### config.mk
export PLATFORM = sky130hd
export DESIGN_NAME = hazard_sched_flat
export DESIGN_NICKNAME = d
export VERILOG_FILES = /design/src/rtl/hazard_sched_if.sv /design/src/rtl/hazard_sched.sv /design/src/flat_wrapper.sv
export SDC_FILE = /design/constraint.sdc
export NUM_CORES = 1
export LEC_CHECK = 0
export CAP_MARGIN = 30
export CORE_UTILIZATION = 46
export CTS_BUF_LIST = sky130_fd_sc_hd__clkbuf_8
export DETAILED_ROUTE_END_ITERATION = 8
export PLACE_DENSITY = 0.76
export SYNTH_ARGS = -nofsm -noshare
export SYNTH_HDL_FRONTEND = slang
export SYNTH_SLANG_ARGS = --single-unit
### constraint.sdc
create_clock -name clk -period 2.5 [get_ports clk]
set_clock_uncertainty 0.2 [all_clocks]
set_input_delay 0.5 -clock clk [delete_from_list [all_inputs] [get_ports clk]]
set_output_delay 0.5 -clock clk [all_outputs]
set_load 0.05 [all_outputs]
### src/rtl/hazard_sched_if.sv
// Hazard scheduler bus: ID-stage instruction info and branch resolution in,
// PC / pipeline-buffer enable and flush controls out.
interface hazard_sched_if;
    logic       id_valid;
    logic [4:0] id_rs;
    logic [4:0] id_rt;
    logic       id_uses_rs;
    logic       id_uses_rt;
    logic       id_reg_write;
    logic [4:0] id_dst;
    logic       br_taken;

    logic       pc_en;
    logic       if_id_en;
    logic       if_id_flush;
    logic       id_ex_bubble;
    logic       ex_mem_flush;

    // Pipeline side: supplies instruction info, consumes controls
    modport master (
        output id_valid, id_rs, id_rt, id_uses_rs, id_uses_rt,
               id_reg_write, id_dst, br_taken,
        input  pc_en, if_id_en, if_id_flush, id_ex_bubble, ex_mem_flush
    );

    // Scheduler side
    modport slave (
        input  id_valid, id_rs, id_rt, id_uses_rs, id_uses_rt,
               id_reg_write, id_dst, br_taken,
        output pc_en, if_id_en, if_id_flush, id_ex_bubble, ex_mem_flush
    );
endinterface

### src/rtl/hazard_sched.sv
// Pipeline hazard scheduler for a 5-stage core without forwarding.
// Tracks in-flight destinations in a 3-entry scoreboard (EX/MEM/WB),
// stalls the front end on RAW hazards and flushes on a taken branch.
module hazard_sched #(
    parameter bit          WB_BYPASS = 1'b0,
    parameter int unsigned CNT_W     = 16
) (
    input  logic             clk,
    input  logic             rst_n,
    hazard_sched_if.slave    bus,
    output logic [1:0]       state,
    output logic [CNT_W-1:0] stall_cnt,
    output logic [CNT_W-1:0] flush_cnt
);

    typedef enum logic [1:0] {
        S_RUN   = 2'b00,
        S_STALL = 2'b01,
        S_FLUSH = 2'b10
    } act_e;

    typedef struct packed {
        logic       valid;
        logic [4:0] dst;
    } sb_entry_t;

    sb_entry_t sb_ex, sb_mem, sb_wb;
    sb_entry_t issue_entry;
    act_e      state_q;
    act_e      action;
    logic      rs_hit, rt_hit, hazard;

    assign state = state_q;

    // Match ID source registers against the in-flight destination window
    always_comb begin
        rs_hit = (sb_ex.valid  && (sb_ex.dst  == bus.id_rs)) ||
                 (sb_mem.valid && (sb_mem.dst == bus.id_rs)) ||
                 (!WB_BYPASS && sb_wb.valid && (sb_wb.dst == bus.id_rs));
        rt_hit = (sb_ex.valid  && (sb_ex.dst  == bus.id_rt)) ||
                 (sb_mem.valid && (sb_mem.dst == bus.id_rt)) ||
                 (!WB_BYPASS && sb_wb.valid && (sb_wb.dst == bus.id_rt));
        hazard = bus.id_valid &&
                 ((bus.id_uses_rs && (bus.id_rs != 5'd0) && rs_hit) ||
                  (bus.id_uses_rt && (bus.id_rt != 5'd0) && rt_hit));
    end

    // Choose this cycle's action: flush beats stall beats run
    always_comb begin
        if (bus.br_taken)
            action = S_FLUSH;
        else if (hazard)
            action = S_STALL;
        else
            action = S_RUN;
        issue_entry.valid = bus.id_valid && bus.id_reg_write && (bus.id_dst != 5'd0);
        issue_entry.dst   = bus.id_dst;
    end

    // Drive pipeline controls; reset forces the pipeline into a frozen, flushed state
    always_comb begin
        bus.pc_en        = 1'b1;
        bus.if_id_en     = 1'b1;
        bus.if_id_flush  = 1'b0;
        bus.id_ex_bubble = 1'b0;
        bus.ex_mem_flush = 1'b0;
        if (!rst_n) begin
            bus.pc_en        = 1'b0;
            bus.if_id_en     = 1'b0;
            bus.if_id_flush  = 1'b1;
            bus.id_ex_bubble = 1'b1;
            bus.ex_mem_flush = 1'b1;
        end else begin
            unique case (action)
                S_FLUSH: begin
                    bus.if_id_flush  = 1'b1;
                    bus.id_ex_bubble = 1'b1;
                    bus.ex_mem_flush = 1'b1;
                end
                S_STALL: begin
                    bus.pc_en        = 1'b0;
                    bus.if_id_en     = 1'b0;
                    bus.id_ex_bubble = 1'b1;
                end
                default: ;
            endcase
        end
    end

    // Scoreboard shift, recorded action and saturating statistics
    always_ff @(posedge clk or negedge rst_n) begin
        if (!rst_n) begin
            sb_ex     <= '0;
            sb_mem    <= '0;
            sb_wb     <= '0;
            state_q   <= S_RUN;
            stall_cnt <= '0;
            flush_cnt <= '0;
        end else begin
            state_q <= action;
            sb_wb   <= sb_mem;
            unique case (action)
                S_FLUSH: begin
                    // instruction leaving EX is killed, so MEM gets nothing valid
                    sb_ex  <= '0;
                    sb_mem <= '0;
                    if (flush_cnt != '1)
                        flush_cnt <= flush_cnt + CNT_W'(1);
                end
                S_STALL: begin
                    sb_ex  <= '0;
                    sb_mem <= sb_ex;
                    if (stall_cnt != '1)
                        stall_cnt <= stall_cnt + CNT_W'(1);
                end
                default: begin
                    sb_ex  <= issue_entry;
                    sb_mem <= sb_ex;
                end
            endcase
        end
    end

endmodule

### src/flat_wrapper.sv
// flat-port wrapper written by rule: the top's interface ports become plain ports
module hazard_sched_flat 
#(
    parameter bit          WB_BYPASS = 1'b0,
    parameter int unsigned CNT_W     = 16
)
  (clk, rst_n, state, stall_cnt, flush_cnt, bus_id_valid, bus_id_rs, bus_id_rt, bus_id_uses_rs, bus_id_uses_rt, bus_id_reg_write, bus_id_dst, bus_br_taken, bus_pc_en, bus_if_id_en, bus_if_id_flush, bus_id_ex_bubble, bus_ex_mem_flush);
  hazard_sched_if bus_i ();
  input  logic clk;
  input  logic rst_n;
  output logic [1:0] state;
  output logic [CNT_W-1:0] stall_cnt;
  output logic [CNT_W-1:0] flush_cnt;
  input wire logic [$bits(bus_i.id_valid)-1:0] bus_id_valid;
  input wire logic [$bits(bus_i.id_rs)-1:0] bus_id_rs;
  input wire logic [$bits(bus_i.id_rt)-1:0] bus_id_rt;
  input wire logic [$bits(bus_i.id_uses_rs)-1:0] bus_id_uses_rs;
  input wire logic [$bits(bus_i.id_uses_rt)-1:0] bus_id_uses_rt;
  input wire logic [$bits(bus_i.id_reg_write)-1:0] bus_id_reg_write;
  input wire logic [$bits(bus_i.id_dst)-1:0] bus_id_dst;
  input wire logic [$bits(bus_i.br_taken)-1:0] bus_br_taken;
  output wire logic [$bits(bus_i.pc_en)-1:0] bus_pc_en;
  output wire logic [$bits(bus_i.if_id_en)-1:0] bus_if_id_en;
  output wire logic [$bits(bus_i.if_id_flush)-1:0] bus_if_id_flush;
  output wire logic [$bits(bus_i.id_ex_bubble)-1:0] bus_id_ex_bubble;
  output wire logic [$bits(bus_i.ex_mem_flush)-1:0] bus_ex_mem_flush;
  assign bus_i.id_valid = bus_id_valid;
  assign bus_i.id_rs = bus_id_rs;
  assign bus_i.id_rt = bus_id_rt;
  assign bus_i.id_uses_rs = bus_id_uses_rs;
  assign bus_i.id_uses_rt = bus_id_uses_rt;
  assign bus_i.id_reg_write = bus_id_reg_write;
  assign bus_i.id_dst = bus_id_dst;
  assign bus_i.br_taken = bus_br_taken;
  assign bus_pc_en = bus_i.pc_en;
  assign bus_if_id_en = bus_i.if_id_en;
  assign bus_if_id_flush = bus_i.if_id_flush;
  assign bus_id_ex_bubble = bus_i.id_ex_bubble;
  assign bus_ex_mem_flush = bus_i.ex_mem_flush;
  hazard_sched #(.WB_BYPASS(WB_BYPASS), .CNT_W(CNT_W)) u_core (.clk(clk), .rst_n(rst_n), .bus(bus_i), .state(state), .stall_cnt(stall_cnt), .flush_cnt(flush_cnt));
endmodule
-- Word-level counts from Yosys, hierarchy flattened
Index checks and enable logic that the tools add are counted.
- register bits after elaboration: 52
- input bits: 22
- equality and inequality tests: 10
- add/sub/neg operators: 2
- mux-type cells: 10
- reduce and logical (&&, ||, !) cells: 24
- operator list (kind ; count):
    $add 16x1->16 const B ; 2
    $ne 16x16->1 const B ; 2
    $eq 5x5->1 ; 6
    $reduce_bool 5->1 ; 3
    $logic_and 1x1->1 ; 13
    $mux 6 ; 2
    $mux 1 ; 7
    $logic_or 1x1->1 ; 5
    $reduce_and 2->1 ; 2
    $eq 2x1->1 const B ; 1
    $eq 2x2->1 const B ; 1
    $mux 2 ; 1
    $reduce_or 2->1 ; 1

-- Depth between registers and ports, before layout
Gate-level depths: netlist of run 1.
- word-level depth: 13
- gate-level depth with buffers: 9
- depth with buffers taken out: 8

-- Worst setup path after synthesis of run 1
Ideal clock, no wire load.
- path kind: in2out
- start point: input port bus_id_rt[1]
- end point: output port bus_pc_en
- slack: -0.889 ns
- path buffers: 1
- data required time: 1.800 ns
- cell stages on the path: 7
- arrival: 2.689 ns
- cells stage by stage: or4_1 > o21ai_1 > a31oi_1 > or2_4 > and2_1 > nor2b_1 > buf_4
- cells in the longest elaborated chain, start to end: 12
- elaborated cells between the ends (all ways): 18
- classes of those cells: eq/ne: 4; mux: 4; reduce/logical: 10
- RTL lines (element ; RTL line ; text):
    from (decl) ; flat_wrapper.sv:16 ; input wire logic [$bits(bus_i.id_rt)-1:0] bus_id_rt;
    $eq 5x5->1 (on tied branches) ; hazard_sched.sv:40, hazard_sched.sv:41 ;
    $logic_and 1x1->1 (on tied branches) ; hazard_sched.sv:40, hazard_sched.sv:41 ;
    $logic_or 1x1->1 ; hazard_sched.sv:40 ; rt_hit = (sb_ex.valid && (sb_ex.dst == bus.id_rt)) ||
    $logic_or 1x1->1 ; hazard_sched.sv:41 ; (sb_mem.valid && (sb_mem.dst == bus.id_rt)) ||
    $logic_and 1x1->1 (*) ; hazard_sched.sv:45 ; (bus.id_uses_rt && (bus.id_rt != 5'd0) && rt_hit));
    $logic_or 1x1->1 (*) ; hazard_sched.sv:44 ; ((bus.id_uses_rs && (bus.id_rs != 5'd0) && rs_hit) ||
    $logic_and 1x1->1 (*) ; hazard_sched.sv:43 ; hazard = bus.id_valid &&
    $mux 1 (*) ; hazard_sched.sv:52 ; else if (hazard)
    $mux 2 (*) ; hazard_sched.sv:50 ; if (bus.br_taken)
    net u_core.action[0] ; hazard_sched.sv:30 ; act_e action;
    $eq 2x1->1 (*) ; - ;
    $mux 1 (*) (2 in series) ; - ;
    to (decl) ; flat_wrapper.sv:22 ; output wire logic [$bits(bus_i.pc_en)-1:0] bus_pc_en;
The timed path passes the listed nets; every way through them passes the cells marked *.

-- Final worst setup path of run 1
- start point: input port bus_id_rs[3]
- end point: output port bus_if_id_en
- cells in the longest elaborated chain, start to end: 12
- elaborated cells between the ends (all ways): 18
- classes of those cells: eq/ne: 4; mux: 4; reduce/logical: 10
- RTL lines (element ; RTL line ; text):
    from (decl) ; flat_wrapper.sv:15 ; input wire logic [$bits(bus_i.id_rs)-1:0] bus_id_rs;
    $eq 5x5->1 (on tied branches) ; hazard_sched.sv:37, hazard_sched.sv:38 ;
    $logic_and 1x1->1 (on tied branches) ; hazard_sched.sv:37, hazard_sched.sv:38 ;
    $logic_or 1x1->1 ; hazard_sched.sv:37 ; rs_hit = (sb_ex.valid && (sb_ex.dst == bus.id_rs)) ||
    $logic_or 1x1->1 ; hazard_sched.sv:38 ; (sb_mem.valid && (sb_mem.dst == bus.id_rs)) ||
    $logic_and 1x1->1 (*) ; hazard_sched.sv:44 ;
    $logic_or 1x1->1 (*) ; hazard_sched.sv:44 ;
    $logic_and 1x1->1 (*) ; hazard_sched.sv:43 ;
    $mux 1 (*) ; hazard_sched.sv:52 ;
    $mux 2 (*) ; hazard_sched.sv:50 ;
    net u_core.action[0] ; hazard_sched.sv:30 ;
    $eq 2x1->1 (*) ; hazard_sched.sv:74 ; unique case (action)
    $mux 1 (*) ; hazard_sched.sv:74 ;
    $mux 1 (*) ; hazard_sched.sv:67 ; if (!rst_n) begin
    to (decl) ; flat_wrapper.sv:23 ; output wire logic [$bits(bus_i.if_id_en)-1:0] bus_if_id_en;
Marked as above.

==> results of run 1 <==
[sequential cells by signal (all words and copies together) (netlist names)]
register,flops
u_core.stall_cnt,16
u_core.flush_cnt,16
u_core.sb_wb,6
u_core.sb_ex,6
u_core.state,2
u_core.sb_mem,6
[cell usage after synthesis (4+ instances only)]
master	number
nor4_2	4
nand3_1	17
nor2_1	7
xor2_1	28
xnor2_1	28
nor2b_1	8
nand2_1	15
and2_1	8
and3_1	4
nand4_1	8
dfrtp_1	52
[report_power, final]
part           switching, mW  internal (mW)  leakage (nW)  total, mW
Sequential            0.0874          0.910         0.701      0.997
Clock                  0.268          0.247        0.0503      0.515
Combinational          0.362          0.242         0.848      0.604
[final timing paths]
path | startpoint | to | slack, ns
max in group asynchronous | rst_n | u_core.sb_ex[5] | 1.18
min reg2reg | u_core.sb_mem[5] | u_core.sb_wb[5] | 0.22
min | rst_n | u_core.flush_cnt[4] | 0.07
max | bus_id_rs[3] | bus_if_id_en | -0.29
max reg2reg | u_core.sb_wb[1] | u_core.stall_cnt[3] | 0.22
min in group clk | u_core.sb_mem[5] | u_core.sb_wb[5] | 0.22
[repair_timing]
action / 4_1_cts / 5_1_grt
hold buffers: 1 / 0
endpoints found under the hold margin: 9 / 0
pin swaps: 14 / 9
setup buffers: 0 / 2
gates resized for setup: 47 / 3
setup endpoints to repair: 18 / 3
[final cells by class]
class / instances / area [um2] / share of cell area [%]
Tap cell: 70 / 87.6 / 2.44
Multi-Input combinational cell: 164 / 1290 / 35.9
Clock buffer: 7 / 96.3 / 2.68
Sequential cell: 52 / 1300 / 36.2
Timing Repair Buffer: 87 / 818 / 22.8
[routing by layer]
layer | vias up | share of wire (%)
met4 | 0 | 1.3
met3 | 8 | 8.0
met5 | - | 0
met2 | 54 | 44
met1 | 927 | 46
li1 | 935 | -
[per-stage QoR]
stage          instance area [um2]  hold slack, ns  cells  setup TNS [ns]
6_report                      3590          0.0702    380          -0.791
5_1_grt                       3590          0.0877    380           -1.00
4_1_cts                       3580          0.0829    378          -0.849
3_5_place_dp                  3450           0.202    370          -10.12
3_3_place_gp                  3450           0.201    370           -8.36
2_1_floorplan                 2580         0.00441    220          -0.464
[worst max-delay path, stage by stage]
cell and delay [ns]:
buf_6 0.09, or4_1 0.54, o21ai_2 0.16, a31oi_2 0.06, or2_4 0.26, and2_4 0.15
nor2b_4 0.17, buf_12 0.15
[cell families (layout without fill, tap and decap cells)]
family,count (synthesis),in the layout,synth area share (%)
and+or+nand+nor,91,91,22.5
DFF,52,52,50.8
adders and majority gates,2,2,0.976
xor gates and xnor gates,57,57,19.8
AOI/OAI and AO/OA,10,10,2.93
muxes,4,4,1.90
buffers and inverters,4,94,1.17
==> reports/summary.txt, run 1 <==
status = complete, but fails checks
failing checks = setup timing
Tightest Pin Transition = 0.517 ns
pre-CTS setup slack = -0.656 ns
Layout area overhead = 40.1%
Async SR Flop Fraction = 100%
CP max FO = 3
htree depth = 2
routed wire length per instance = 14.6 um
number of fillers in the final layout = 429
Detail Route Antenna Nets = 0
setup slack after layout = -0.290 ns
Worst EP required = 1.80 ns
Pwr per Cell Area = 589 nW/um2
FF+latch count, synth = 52
core area = 5240 um2
row count = 26
relative slew slack = 65.4%
worst reg2reg path depth = 9
CTS root buf = clkbuf_8
fin. max-slew vios = 0
routing usage on met2 = 30.4%
top_reg_cell synth = dfrtp_1
top cells by area, synth = dfrtp_1, xnor2_1, xor2_1
clk sinks = 52
Buffers on Ports = 60
Core Util, Final = 68.6%
layout cells sized above 1 = 24.5%
die area = 5880 um2
crit share post-route = 112%
commonest non-fill, non-tap cells in the layout = dfrtp_1, clkdlybuf4s50_1, xnor2_1
Total GRT Usage = 20.4%
via count = 1924
Max Cap Violations = 0
GR Util met1 = 27.3%
Startpoint Class = primary input
RSZ-0062 raised after global routing = true
Net count, final = 334
Fmax = 0.358 GHz
clk_lat worst skew = 0.30 ns
crit end category = primary output
sequential cell area fraction in the yosys report = 50.8%
DP HPWL = 4290 um
Crit path arrival time = 2.09 ns
total routed wirelength = 5540 um
yosys warns = 0
most common cell after layout, fill and taps aside = dfrtp_1
crit path time final = 2.79 ns
post-synth top area cell = dfrtp_1
CTS max path bufs = 2
Peak VDD IR = 0.752 mV
first-pass GRT wire length = 9320 um
post-synth net total = 244
die width = 76.7 um
initial antenna violation count = 0
number of global-route vias before repair = 1948
Final Wtd Congestion = 0.813
Mapped Avg Cell Area = 11.7 um2
drt first-iter violations = 60
Initial Util = 48.9%
# IOs = 61
grt met3 use = 7.62%
Worst Hold Class = primary input to asynchronous set/reset pin
TritonCTS clock tree = yes
Synth top area share = 50.8%
Cells after Synth = 220
Post-synth EDFFs = 0
library cells used by synthesis = 37
total grt overflow = 0
mapped cell area = 2560 um2
drt via density = 5.06
DRT Pass-1 Iters = 4
crit path kind = primary input to primary output
Leak Pwr = 1.60 nW
Chip Height = 76.7 um
largest net degree at the start of global routing = 18
final hold vios = 0
Setup violations, final = 3
Clock Pin Slew Worst Setup and Hold Paths = 0.09 ns
Final Power = 2.12 mW
DRC = 0
diodes inserted = 0
most used routing layer = met2
TritonCTS buffer count = 5
No activity file was read; power rests on OpenSTA's default activity.
==> inputs of run 2 (changes only) <==
--- a/config.mk
+++ b/config.mk
@@ -9,6 +9,7 @@
 export CORE_UTILIZATION = 46
 export CTS_BUF_LIST = sky130_fd_sc_hd__clkbuf_8
 export DETAILED_ROUTE_END_ITERATION = 8
+export GPL_TIMING_DRIVEN = 0
 export PLACE_DENSITY = 0.76
 export SYNTH_ARGS = -nofsm -noshare
 export SYNTH_HDL_FRONTEND = slang
==> reports/summary.txt, run 2 (same netlist as run 1, synthesis figures left out) <==
met3 wire len = 401 um
Clock Pin Slew Worst Setup and Hold Paths = 0.09 ns
CTS root buf = clkbuf_8
initial antenna violation count = 0
CP max FO = 3
number of global-route vias before repair = 1925
setup slack after layout = -0.418 ns
Worst Hold Class = primary input to asynchronous set/reset pin
crit path time final = 2.92 ns
htree depth = 2
Final Power = 2.04 mW
Crit path arrival time = 2.22 ns
row count = 26
diodes inserted = 0
failing checks = setup timing
crit end category = primary output
Worst EP required = 1.80 ns
core area = 5240 um2
CTS max path bufs = 2
DRC = 0
placed cell areas = 3290 um2
Non-Filler Instances = 369
routed wire length per instance = 15.5 um
number of fillers in the final layout = 429
die area = 5880 um2
fin. max-slew vios = 0
drt via density = 5.14
DP HPWL = 4000 um
Startpoint Class = flip-flop
reg2reg start = u_core.sb_mem[4]
Min Hold Slack = 0.0113 ns
crit path from = u_core.sb_mem[4]
total grt overflow = 0
Critical Path Sink = bus_pc_en
Initial Util = 48.9%
TritonCTS clock tree = yes
largest registers = u_core.flush_cnt: 16 flops, u_core.stall_cnt: 16 flops
Net count, final = 323
Peak VDD IR = 0.652 mV
crit share post-route = 117%
R2R Path End = u_core.stall_cnt[14]
fin area = 3530 um2
Chip Height = 76.7 um
first-pass GRT wire length = 9420 um
Pwr per Cell Area = 577 nW/um2
relative slew slack = 61.9%
final hold vios = 0
TritonCTS buffer count = 5
layout cells sized above 1 = 21.7%
worst reg2reg path depth = 10
Fmax = 0.343 GHz
routed wire length on met2 = 2680 um
RSZ-0062 raised after global routing = true
clk_lat worst skew = 0.31 ns
drt first-iter violations = 75
via count = 1895
largest net degree at the start of global routing = 33
Final Wtd Congestion = 0.811
status = complete, but fails checks
final setup TNS = -1.13 ns
Buffers on Ports = 60
placed cell count = 351
commonest non-fill, non-tap cells in the layout = dfrtp_1, clkdlybuf4s50_1, xor2_1, xnor2_1, nand3_1
DRT Pass-1 Iters = 4
Max Cap Violations = 0
die width = 76.7 um
crit path kind = flip-flop to primary output
Total GRT Usage = 20.6%
Detail Route Antenna Nets = 0
total routed wirelength = 5720 um
Leak Pwr = 1.55 nW
r2r setup slk = -0.01 ns
Setup violations, final = 4
Layout area overhead = 37.9%
most common cell after layout, fill and taps aside = dfrtp_1
top routing layer used = met4
# IOs = 61
clk sinks = 52
DRT met1 WL = 2560 um
Tightest Pin Transition = 0.568 ns
-- run 2: cell types whose count changed in the layout (fill, tap and decap cells not counted), moves of 2 or more --
cell / previous run / this run
buf_2: 7 / 5
clkbuf_8: 7 / 5
buf_4: 25 / 11
clkbuf_4: 0 / 2
buf_6: 3 / 7
buf_8: 1 / 3
-- run 2: worst min-delay path by stage --
stage	endpoint	slack, ns	depth (start not counted)	startpoint
floorplan	u_core.flush_cnt[0]	0.004	0	rst_n
global placement	u_core.sb_wb[5]	0.20	0	u_core.sb_mem[5]
detailed placement	u_core.sb_wb[5]	0.20	0	u_core.sb_mem[5]
CTS	u_core.flush_cnt[4]	0.001	1	rst_n
global route	u_core.flush_cnt[4]	0.004	2	rst_n
finish	u_core.flush_cnt[4]	0.01	2	rst_n
-- run 2: critical path, stage by stage, from the launching register on --
cell and delay, ns:
dfrtp_1 0.42, xor2_1 0.16, nor4_2 0.32, nand3_1 0.15, a31oi_2 0.25, or2_4 0.18, and2_4 0.16, nor2b_4 0.04
buf_6 0.11, buf_8 0.14
-- run 2: layer usage --
metal	global-route usage (%)	vias to the layer above
met1	27.2	926
met3	6.90	7
li1	-	914
met5	0	-
met2	31.4	48
met4	7.88	0
-- run 2: through the flow --
step           util [%]  setup slack, ns
6_report           67.5           -0.418
5_1_grt            67.5           -0.516
4_1_cts            65.8           -0.369
3_5_place_dp       62.8            -1.45
3_3_place_gp       62.5            -2.33
2_1_floorplan         -           -0.339
-- run 2: area by class of cell --
class / count / area, um2 / area share (%)
buffer: 4 / 37.5 / 1.06
clock buffer: 5 / 68.8 / 1.95
clock inverter: 2 / 8.76 / 0.248
multi-input combinational: 164 / 1310 / 37.1
sequential: 52 / 1300 / 36.8
tap: 70 / 87.6 / 2.48
timing repair buffer: 72 / 721 / 20.4
-- run 2: report_power, final --
part | switching (mW) | leakage (nW) | internal, mW | total (mW)
sequential | 0.0917 | 0.701 | 0.910 | 1.00
combinational | 0.360 | 0.800 | 0.231 | 0.591
clock | 0.260 | 0.0452 | 0.187 | 0.447
total | 0.712 | 1.55 | 1.33 | 2.04
-- run 2: timing repair --
| item | CTS | global route |
|---|---|---|
| gates resized for setup | 84 | 16 |
| hold buffers | 0 | 1 |
| setup endpoints to repair | 17 | 18 |
| setup buffers | 9 | 4 |
| gates cloned | 1 | 0 |
| pin swaps | 11 | 9 |
| endpoints found under the hold margin | 0 | 22 |
==> inputs of run 3 (changes only) <==
--- a/config.mk
+++ b/config.mk
@@ -11,6 +11,7 @@
 export DETAILED_ROUTE_END_ITERATION = 8
 export GPL_TIMING_DRIVEN = 0
 export PLACE_DENSITY = 0.76
+export SKIP_CTS_REPAIR_TIMING = 1
 export SYNTH_ARGS = -nofsm -noshare
 export SYNTH_HDL_FRONTEND = slang
 export SYNTH_SLANG_ARGS = --single-unit
==> reports/summary.txt, run 3 (same netlist as run 1, synthesis figures left out) <==
RSZ-0062 raised after global routing = true
routed wire length per instance = 15.0 um
Detail Route Antenna Nets = 0
largest registers = u_core.flush_cnt: 16 flops, u_core.stall_cnt: 16 flops
placed cell count = 351
Clock Pin Slew Worst Setup and Hold Paths = 0.09 ns
fin. max-slew vios = 0
crit path kind = primary input to primary output
Buffers on Ports = 60
largest net degree at the start of global routing = 33
Core Util, Final = 66.9%
Worst Hold Class = primary input to asynchronous set/reset pin
r2r setup slk = 0.20 ns
Layout area overhead = 36.6%
placed cell areas = 3290 um2
total grt overflow = 0
crit end category = primary output
first-pass GRT wire length = 9090 um
reg2reg start = u_core.sb_mem[2]
Leak Pwr = 1.56 nW
fin area = 3500 um2
via count = 1883
Max Cap Violations = 0
clk_lat worst skew = 0.31 ns
TritonCTS buffer count = 5
R2R Path End = u_core.stall_cnt[3]
Fmax = 0.351 GHz
initial antenna violation count = 0
Final Wtd Congestion = 0.811
Startpoint Class = primary input
Crit path arrival time = 2.15 ns
core area = 5240 um2
DRC = 0
worst reg2reg path depth = 9
CP max FO = 4
total routed wirelength = 5500 um
setup slack after layout = -0.348 ns
relative slew slack = 62.0%
drt first-iter violations = 54
Tightest Pin Transition = 0.566 ns
status = complete, but fails checks
Net count, final = 321
crit share post-route = 114%
Total GRT Usage = 19.8%
pre-CTS setup slack = -1.45 ns
DRT Pass-1 Iters = 4
clk sinks = 52
diodes inserted = 0
Non-Filler Instances = 367
number of global-route vias before repair = 1886
CTS root buf = clkbuf_8
Initial Util = 48.9%
CTS max path bufs = 2
DP HPWL = 4000 um
Setup violations, final = 3
htree depth = 2
die area = 5880 um2
Pwr per Cell Area = 581 nW/um2
layout cells sized above 1 = 20.2%
Chip Height = 76.7 um
# IOs = 61
Peak VDD IR = 0.652 mV
commonest non-fill, non-tap cells in the layout = dfrtp_1, clkdlybuf4s50_1, xor2_1, xnor2_1, nand3_1
failing checks = setup timing
die width = 76.7 um
row count = 26
TritonCTS clock tree = yes
crit path time final = 2.85 ns
Worst EP required = 1.80 ns
drt via density = 5.13
final hold vios = 0
most common cell after layout, fill and taps aside = dfrtp_1
## run 3: how the worst max path moves through the flow
stage                    start                to  slack [ns]  depth (start not counted)
2_1_floorplan     bus_id_rt[1]         bus_pc_en       -0.34                          7
3_3_place_gp             rst_n         bus_pc_en       -2.33                          4
3_5_place_dp      bus_id_rt[1]         bus_pc_en       -1.45                          9
4_1_cts           bus_id_rt[1]         bus_pc_en       -1.46                          9
5_1_grt        u_core.sb_wb[3]         bus_pc_en       -0.45                          9
6_report          bus_id_rt[2]  bus_id_ex_bubble       -0.35                          9
## run 3: layer usage
metal  GRT usage, %  wire length, um
met1           25.9             2400
met5              0                0
met3           6.90              403
met2           30.0             2610
met4           8.08               85
## run 3: worst max-delay path, cell delays in order
cell and delay (ns):
buf_6 0.11, or4_4 0.53, o21ai_2 0.18, a31oi_2 0.06
or2_4 0.26, buf_12 0.13, a21oi_4 0.16, nand2_4 0.06
buf_8 0.15
## run 3: where the power goes
group          internal, mW  switching, mW  total, mW
Clock                 0.187          0.256      0.443
Sequential            0.910         0.0919       1.00
Combinational         0.231          0.358      0.590
Total                  1.33          0.706       2.03
## run 3: area by class of cell
type                            instances  area [um2]
Clock inverter                          2        8.76
Sequential cell                        52        1300
Timing Repair Buffer                   70         714
Multi-Input combinational cell        164        1280
Fill cell                             434        1740
Tap cell                               70        87.6
Clock buffer                            5        68.8
Buffer                                  4        37.5
## run 3: stage by stage
| stage | power (mW) | setup TNS, ns | hold WS [ns] |
|---|---|---|---|
| final | 2.03 | -1.02 | 0.0104 |
| after global routing | 2.13 | -1.25 | 0.00842 |
| after CTS | 2.05 | -6.60 | 0.00138 |
| after detailed placement | 1.59 | -14.44 | 0.196 |
| after global placement | 1.58 | -68.53 | 0.197 |
| after floorplan | 1.36 | -0.464 | 0.00441 |
